File: src/rtl/mem_port_arbiter_pkg.sv
// Shared types and constants for the memory port arbiter.
// The optional perf counters are enabled with the macro MEM_PORT_ARBITER_PERF_EN.
package mem_port_arbiter_pkg;

  // Arbiter FSM: idle, fetch outstanding, data outstanding, cancelled fetch outstanding
  typedef enum logic [1:0] {
    IDLE   = 2'd0,
    BUSY_I = 2'd1,
    BUSY_D = 2'd2,
    DROP   = 2'd3
  } mem_arb_state_e;

  // Wide all-ones byte-enable mask; users slice it down to their byte-enable width
  localparam logic [63:0] MEM_ARB_FULL_BE = {64{1'b1}};

  // Saturating increment used by the 32-bit performance counters
  function automatic logic [31:0] sat_inc32(input logic [31:0] v);
    return (v == 32'hFFFF_FFFF) ? v : (v + 32'd1);
  endfunction

endpackage

File: src/rtl/mem_arb_perf_counter.sv
// Single 32-bit saturating event counter for the arbiter performance taps.
module mem_arb_perf_counter
  import mem_port_arbiter_pkg::*;
(
  input  logic        clk,
  input  logic        rst,
  input  logic        inc_i,
  output logic [31:0] cnt_o
);

  logic [31:0] cnt_q;
  logic [31:0] cnt_d;

  // Next count: bump by one on an event, holding at all-ones
  always_comb begin
    cnt_d = cnt_q;
    if (inc_i) begin
      cnt_d = sat_inc32(cnt_q);
    end else begin
      cnt_d = cnt_q;
    end
  end

  // Counter register, cleared by the asynchronous active-low reset
  always_ff @(posedge clk or negedge rst) begin
    if (!rst) begin
      cnt_q <= 32'd0;
    end else begin
      cnt_q <= cnt_d;
    end
  end

  assign cnt_o = cnt_q;

endmodule

File: src/rtl/mem_port_arbiter.sv
// Shares one memory port between fetch (instruction) and memory-access (data)
// requesters with one transaction outstanding. Data has priority; a starvation
// counter forces a fetch grant after STARVE_LIMIT consecutive data grants.
// Flush cancels a pending or in-flight fetch and silently drops its response.
// Define MEM_PORT_ARBITER_PERF_EN to build the conflict/drop counters.
module mem_port_arbiter
  import mem_port_arbiter_pkg::*;
#(
  parameter int ADDR_WIDTH   = 32,
  parameter int DATA_WIDTH   = 32,
  parameter int STARVE_LIMIT = 4
) (
  input  logic                    clk,
  input  logic                    rst,
  input  logic                    flush,
  input  logic                    imem_req,
  input  logic [ADDR_WIDTH-1:0]   imem_addr,
  output logic                    imem_gnt,
  output logic                    imem_rvalid,
  output logic [DATA_WIDTH-1:0]   imem_rdata,
  input  logic                    dmem_req,
  input  logic                    dmem_we,
  input  logic [DATA_WIDTH/8-1:0] dmem_be,
  input  logic [ADDR_WIDTH-1:0]   dmem_addr,
  input  logic [DATA_WIDTH-1:0]   dmem_wdata,
  output logic                    dmem_gnt,
  output logic                    dmem_rvalid,
  output logic [DATA_WIDTH-1:0]   dmem_rdata,
  output logic                    mem_req,
  output logic                    mem_we,
  output logic [DATA_WIDTH/8-1:0] mem_be,
  output logic [ADDR_WIDTH-1:0]   mem_addr,
  output logic [DATA_WIDTH-1:0]   mem_wdata,
  input  logic                    mem_ready,
  input  logic                    mem_rvalid,
  input  logic [DATA_WIDTH-1:0]   mem_rdata,
  output logic [31:0]             perf_conflict_cnt,
  output logic [31:0]             perf_drop_cnt
);

  localparam int BE_W = DATA_WIDTH / 8;
  localparam int SW   = $clog2(STARVE_LIMIT + 1);
  localparam logic [SW-1:0] STARVE_MAX = SW'(STARVE_LIMIT);

  typedef struct packed {
    logic                  we;
    logic [BE_W-1:0]       be;
    logic [ADDR_WIDTH-1:0] addr;
    logic [DATA_WIDTH-1:0] wdata;
  } mem_req_t;

  mem_arb_state_e state_q, state_d;
  logic [SW-1:0]  starve_q, starve_d;
  logic           issue_win_s;
  logic           sel_i_s;
  logic           sel_d_s;
  mem_req_t       req_s;

  // Issue window and request selection; everything is held quiet in reset
  always_comb begin
    issue_win_s = 1'b0;
    sel_i_s     = 1'b0;
    sel_d_s     = 1'b0;
    req_s       = '0;
    if (rst) begin
      // IDLE always issues; a busy state issues in its completing cycle
      issue_win_s = (state_q == IDLE) || mem_rvalid;
    end else begin
      issue_win_s = 1'b0;
    end
    sel_i_s = issue_win_s && imem_req && !flush &&
              (!dmem_req || (starve_q == STARVE_MAX));
    sel_d_s = issue_win_s && dmem_req && !sel_i_s;
    if (sel_i_s) begin
      req_s.we    = 1'b0;
      req_s.be    = MEM_ARB_FULL_BE[BE_W-1:0];
      req_s.addr  = imem_addr;
      req_s.wdata = '0;
    end else if (sel_d_s) begin
      req_s.we    = dmem_we;
      req_s.be    = dmem_be;
      req_s.addr  = dmem_addr;
      req_s.wdata = dmem_wdata;
    end else begin
      req_s = '0;
    end
  end

  assign mem_req   = sel_i_s || sel_d_s;
  assign mem_we    = req_s.we;
  assign mem_be    = req_s.be;
  assign mem_addr  = req_s.addr;
  assign mem_wdata = req_s.wdata;
  assign imem_gnt  = sel_i_s && mem_ready;
  assign dmem_gnt  = sel_d_s && mem_ready;

  // Responses pass straight through; a flush in the completing cycle kills the fetch data
  assign imem_rvalid = (state_q == BUSY_I) && mem_rvalid && !flush;
  assign dmem_rvalid = (state_q == BUSY_D) && mem_rvalid;
  assign imem_rdata  = imem_rvalid ? mem_rdata : '0;
  assign dmem_rdata  = dmem_rvalid ? mem_rdata : '0;

  // Next state and starvation counter
  always_comb begin
    state_d  = state_q;
    starve_d = starve_q;
    if (imem_gnt) begin
      state_d = BUSY_I;
    end else if (dmem_gnt) begin
      state_d = BUSY_D;
    end else if (issue_win_s) begin
      state_d = IDLE;
    end else if ((state_q == BUSY_I) && flush) begin
      state_d = DROP;
    end else begin
      state_d = state_q;
    end
    if (!imem_req || imem_gnt) begin
      starve_d = '0;
    end else if (dmem_gnt && (starve_q != STARVE_MAX)) begin
      starve_d = starve_q + SW'(1);
    end else begin
      starve_d = starve_q;
    end
  end

  // Arbiter FSM and starvation counter registers
  always_ff @(posedge clk or negedge rst) begin
    if (!rst) begin
      state_q  <= IDLE;
      starve_q <= '0;
    end else begin
      state_q  <= state_d;
      starve_q <= starve_d;
    end
  end

`ifdef MEM_PORT_ARBITER_PERF_EN
  logic conflict_inc_s;
  logic drop_inc_s;

  assign conflict_inc_s = imem_req && dmem_req && !(imem_gnt || dmem_gnt);
  assign drop_inc_s     = mem_rvalid &&
                          ((state_q == DROP) || ((state_q == BUSY_I) && flush));

  mem_arb_perf_counter u_conflict_cnt (
    .clk   (clk),
    .rst   (rst),
    .inc_i (conflict_inc_s),
    .cnt_o (perf_conflict_cnt)
  );

  mem_arb_perf_counter u_drop_cnt (
    .clk   (clk),
    .rst   (rst),
    .inc_i (drop_inc_s),
    .cnt_o (perf_drop_cnt)
  );
`else
  assign perf_conflict_cnt = 32'd0;
  assign perf_drop_cnt     = 32'd0;
`endif

endmodule

File: config.mk
export PLATFORM = sky130hd
export DESIGN_NAME = mem_port_arbiter
export DESIGN_NICKNAME = d
export VERILOG_FILES = /design/src/rtl/mem_port_arbiter_pkg.sv /design/src/rtl/mem_arb_perf_counter.sv /design/src/rtl/mem_port_arbiter.sv
export SDC_FILE = /design/constraint.sdc
export NUM_CORES = 1
export LEC_CHECK = 0
export ABC_AREA = 0
export BUFFER_PORTS_ARGS = -buffer_cell sky130_fd_sc_hd__buf_2
export CAP_MARGIN = 25
export CORE_AREA = 2 2 134 136
export CTS_CLUSTER_SIZE = 12
export DETAILED_ROUTE_END_ITERATION = 12
export DIE_AREA = 0 0 136 138
export GPL_ROUTABILITY_DRIVEN = 0
export SETUP_SLACK_MARGIN = 0.1
export SLEW_MARGIN = 20
export SYNTH_ARGS = -nofsm -noshare
export SYNTH_HDL_FRONTEND = slang
export SYNTH_HIERARCHICAL = 1
export SYNTH_SLANG_ARGS = --single-unit
File: constraint.sdc
create_clock -name clk -period 2 [get_ports clk]
set_input_delay 0.2 -clock clk [delete_from_list [all_inputs] [get_ports clk]]
set_output_delay 0.2 -clock clk [all_outputs]
set_load 0.03 [all_outputs]
# --- After elaboration in Yosys (flattened, before gate mapping) ---
# Index checks and enable logic that the tools add are counted.
classes:
  div_mod_pow: 0
  n_addsub: 1
  eq_ne: 4
  bitwise_logic: 0
  shifts: 0
  n_reduce_logical: 23
  mux: 11
  order_cmp: 0
  multipliers: 0
op_table:
  columns: ["cell", "count"]
  rows:
  - ["$mux W69", 2]
  - ["$mux W32", 2]
  - ["$logic_and A1 B1 Y1", 12]
  - ["$mux W2", 4]
  - ["$mux W3", 2]
  - ["$logic_not A1 Y1", 4]
  - ["$logic_or A1 B1 Y1", 4]
  - ["$reduce_bool A4 Y1", 1]
  - ["$add A3 B1 Y3 const B", 1]
  - ["$eq A3 B3 Y1 const B", 1]
  - ["$ne A3 B3 Y1 const B", 1]
  - ["$eq A2 B1 Y1 const B", 1]
  - ["$eq A2 B2 Y1 const B", 1]
  - ["$logic_not A2 Y1", 1]
  - ["$reduce_bool A2 Y1", 1]
  - ["$mux W1", 1]
totals:
  memories: 0
  mem_bits_rw: 0
  latchBits: 0
  regBits: 5
  out_inout_bits: 202
  input_bits: 140
  word_cells: 41
  rom_bits: 0

# --- Depth between registers and ports, before layout ---
logic_depth:
  depth_word: 12
  depth_mapped: 7
  mapped_depth_nobuf: 6

# --- Worst setup path before layout ---
# Ideal clock, no wire load.
synth_path:
  path_kind: "reg2out"
  startpoint: "register starve_q[0]"
  endpoint: "output mem_addr[26]"
  arrival_ns: 1.661
  n_path_buf: 1
  slack_ns: 0.139
  t_required_ns: 1.800
  path_stages_with_launch: 7
  path_cell_list: "dfrtp_1 inv_1 ha_1 a21boi_1 and4b_4 clkbuf_1 a22o_1"
synth_between:
  elab_chain_len: 7
synth_rtl:
  columns: ["element", "line_no", "source"]
  rows:
  - ["from (decl)", "mem_port_arbiter.sv:53", "logic [SW-1:0] starve_q, starve_d;"]
  - ["from (signal assigned)", "mem_port_arbiter.sv:134", "starve_q <= starve_d;"]
  - ["$eq A3 B3 Y1 *", "mem_port_arbiter.sv:72", "(!dmem_req || (starve_q == STARVE_MAX));"]
  - ["$logic_or A1 B1 Y1 *", "mem_port_arbiter.sv:72", null]
  - ["$logic_and A1 B1 Y1 *", "mem_port_arbiter.sv:71", "sel_i_s = issue_win_s && imem_req && !flush &&"]
  - ["$logic_not A1 Y1", "mem_port_arbiter.sv:73", "sel_d_s = issue_win_s && dmem_req && !sel_i_s;"]
  - ["$logic_and A1 B1 Y1", "mem_port_arbiter.sv:73", null]
  - ["$mux W69", "mem_port_arbiter.sv:79", "end else if (sel_d_s) begin"]
  - ["$mux W69 *", "mem_port_arbiter.sv:74", "if (sel_i_s) begin"]
  - ["to (decl)", "mem_port_arbiter.sv:32", "output logic [ADDR_WIDTH-1:0] mem_addr,"]
# Every way passes the cells marked *; elsewhere a longest branch is shown, timed or not.

# --- Worst setup path after layout ---
layout_path:
  startpoint: "register starve_q[1]"
  endpoint: "output mem_addr[3]"
# The elaborated chain is that of the path after synthesis.

==> metrics.md <==
| Metric | Value |
|---|---|
| Area Overhead vs Synth | `121%` |
| Clock root buffer | `clkbuf_16` |
| Final Hold Slack | `0.269 ns` |
| Gate Count Post-Synth | `253` |
| Footprint of the multi-input gates | `1480 um2` |
| Yosys reg bits | `5` |
| Synth Area in XOR/XNOR | `0.464%` |
| Register area | `125 um2` |
| Max_cap viols | `0` |
| Initial Utilization | `10.8%` |
| Die height | `138 um` |
| Initial DRT Pass Iterations | `4` |
| RSZ-0062 raised after global routing | `yes` |
| Worst setup SP type | `flop` |
| Area leader, netlist | `and2_1` |
| Number of endpoints failing setup at the final stage | `35` |
| Synth top cells by count | `100 x and2_1, 64 x buf_4, 33 x a22o_1` |
| Clk_lat worst skew | `0.23 ns` |
| Drt total wl | `9.12 mm` |
| Hold Fails Final Rpt | `0` |
| Yosys warning count | `6` |
| Crit-path leading delay family | `compound AO/OA/AOI/OAI gates` |
| Mux cell area share after synthesis | `0.531%` |
| IO Port Bufs | `277` |
| Die area | `18800 um2` |
| Final worst slack | `-0.0562 ns` |
| Core area | `17500 um2` |
| Final ANT Viol Nets | `0` |
| Worst Hold Path EP | `starve_q[2]` |
| Count leader, synth | `and2_1` |
| EDFF count, synth | `0` |
| Sequential area share after synthesis | `6.64%` |
| Synth Area in Simple Gates | `37.4%` |
| Worst path bufs/invs | `4` |
| Min-delay worst type | `primary input to flop` |
| All-layer global routing usage | `8.72%` |
| Mean post-synth cell area | `7.45 um2` |
| Die Width | `136 um` |
| Clock skew | `0.00150 ns` |
| HPWL after DPL | `7.36 mm` |
| Largest net degree at the start of global routing | `36` |
| CTS tree | `yes` |
| Clk pin slew, worst setup/hold paths | `0.03 ns` |
| RR Startpoint | `starve_q[1]` |
| Final min period | `2.06 ns` |
| CTS Buf Count | `3` |
| Power Density | `369 nW/um2` |
| Pleak | `2.45 nW` |
| Remaining DRCs | `0` |
| Synth Flop Type | `dfrtp_1` |
| Row count | `49` |
| IO Pins | `342` |
| Reg2reg setup slack | `0.32 ns` |
| Final worst-path cycle share | `103%` |
| NumNets Final | `683` |
| Hold path depth | `2` |
| Largest family of logic cells by synthesized area | `simple AND/OR/NAND/NOR gates` |
| Layout cells sized above 1 | `63.9%` |
| F_max | `486 MHz` |
| Critical Path Sink Type | `output pin` |
| Mapped Area | `1890 um2` |
| Critical path class | `flop to output pin` |
| Reg2reg path depth | `8` |
| Max incr delay on CP | `0.39 ns` |
| Yosys cell types | `28` |
| Synth top area share | `33.2%` |
| Sink Count | `5` |
| Fill count | `1934` |
| Crit path max-delay cell type | `dfrtp_1` |
| Critical Path, Cell by Cell | `inv_2, ha_4, a21boi_2, buf_4, o31a_4, buf_12, a22o_1, buf_6` |
| First-pass GRT wire length | `12.7 mm` |
| Violated checks | `setup timing` |
| Crit path DAT | `1.86 ns` |
| Placement Setup Slack | `0.0519 ns` |
| Initial antenna violation count | `1` |
| Grt ovf | `0` |
| Synth Area in Compound Gates | `21.2%` |
| Largest cells by area after synthesis | `and2_1 33%, buf_4 25%, a22o_1 15%` |
| Synth Area in Adders | `1.33%` |
| Drt initial violations | `93` |
| VDD IR-drop max | `0.239 mV` |
| DR vias | `2672` |
| Async S/R FF share, synth | `100%` |
| Reg-to-Reg End | `starve_q[0]` |
| H-tree depth | `1` |
| Clock Path Buffers | `2` |
| Outcome | `complete, but fails checks` |
| Final max-slew violation count | `0` |
| Vias/cell | `3.47` |
| Crit Path Max Fanout | `32` |
| CP Data Required Time | `1.80 ns` |
| Vias in the first global route | `2437` |
| DR WL/cell | `11.8 um` |
| Hold path start | `mem_ready` |
## per-stage QoR
stage               instance area (um2)  cells  power [mW]  setup TNS [ns]  util (%)
floorplan                          2120    316       0.831               0         -
global placement                   3310    749        1.03               0      18.9
detailed placement                 3310    749        1.04               0      18.9
CTS                                4110    767        1.52          -0.393      23.4
global route                       4160    769        1.61           -4.85      23.7
finish                             4160    770        1.53           -1.14      23.7
## state kept, by name, summed over array words and instances (netlist names)
signal / count
state_q: 2
starve_q: 3
## power breakdown
part           switching, mW  total (mW)  internal [mW]
sequential           0.00781       0.117          0.109
clock                 0.0602       0.324          0.264
combinational          0.660        1.09          0.434
## layer usage
layer  part of all wire [%]  routed length (um)  track usage, %  up-vias
met3                     11                1020            1.32        2
met1                     37                3400            10.2     1173
li1                       -                   -               -     1283
met4                   0.83                  76            2.14        0
met2                     51                4630            16.4      214
met5                      0                   0               0        -
## cells in the final DEF, fill, tap and decap left out, types with 2 or more instances in the layout
cell type | synthesis | layout
buf_2 | 1 | 205
buf_6 | 6 | 73
and2_1 | 100 | 71
conb_1 | 1 | 64
a22o_1 | 33 | 33
and2_4 | 1 | 30
buf_4 | 64 | 13
a21o_1 | 6 | 6
buf_12 | 0 | 5
dfrtp_1 | 5 | 5
nand2_1 | 3 | 3
clkbuf_16 | 0 | 3
buf_16 | 0 | 3
inv_2 | 0 | 2
inv_1 | 4 | 2
nor3_1 | 2 | 2
buf_8 | 0 | 2
## worst max path at each step
| stage | from | endpoint | slack, ns | cells after the start |
|---|---|---|---|---|
| finish | starve_q[1] | mem_addr[3] | -0.06 | 8 |
| CTS | starve_q[0] | mem_addr[4] | -0.03 | 8 |
| floorplan | starve_q[0] | mem_addr[26] | 0.14 | 6 |
| global placement | starve_q[0] | mem_addr[4] | 0.10 | 7 |
| global route | starve_q[1] | mem_addr[4] | -0.11 | 8 |
| detailed placement | starve_q[0] | mem_addr[4] | 0.05 | 7 |
## worst reg2reg max path: stages, from the launching register on
cell,delay (ns)
dfrtp_1,0.36
inv_2,0.06
ha_4,0.16
a21boi_2,0.13
and4b_4,0.25
buf_6,0.14
and2_4,0.17
buf_4,0.15
nor3_1,0.17
## area by class of cell
class / count / area share (%)
antenna: 1 / 0.0602
clock buffer: 4 / 1.90
inverter: 4 / 0.361
multi-input combinational: 225 / 35.6
sequential: 5 / 3.01
tap: 229 / 6.89
timing repair buffer: 302 / 52.2
## repair_timing
action,4_1_cts,5_1_grt
hold buffers,1,0
resized for setup,175,13
gates cloned,3,0
setup endpoints to repair,72,72
endpoints found under the hold margin,5,0
setup buffers,10,2
pin swaps,23,5
## cell families after synthesis
group	Yosys count
multiplexers	1
XOR/XNOR	1
adder cells (fa/ha/maj)	2
other	1
AO/OA/AOI/OAI	45
flip-flops	5
buffers and inverters	86
AND/OR/NAND/NOR	112
Power figures use the tool's default switching activity.
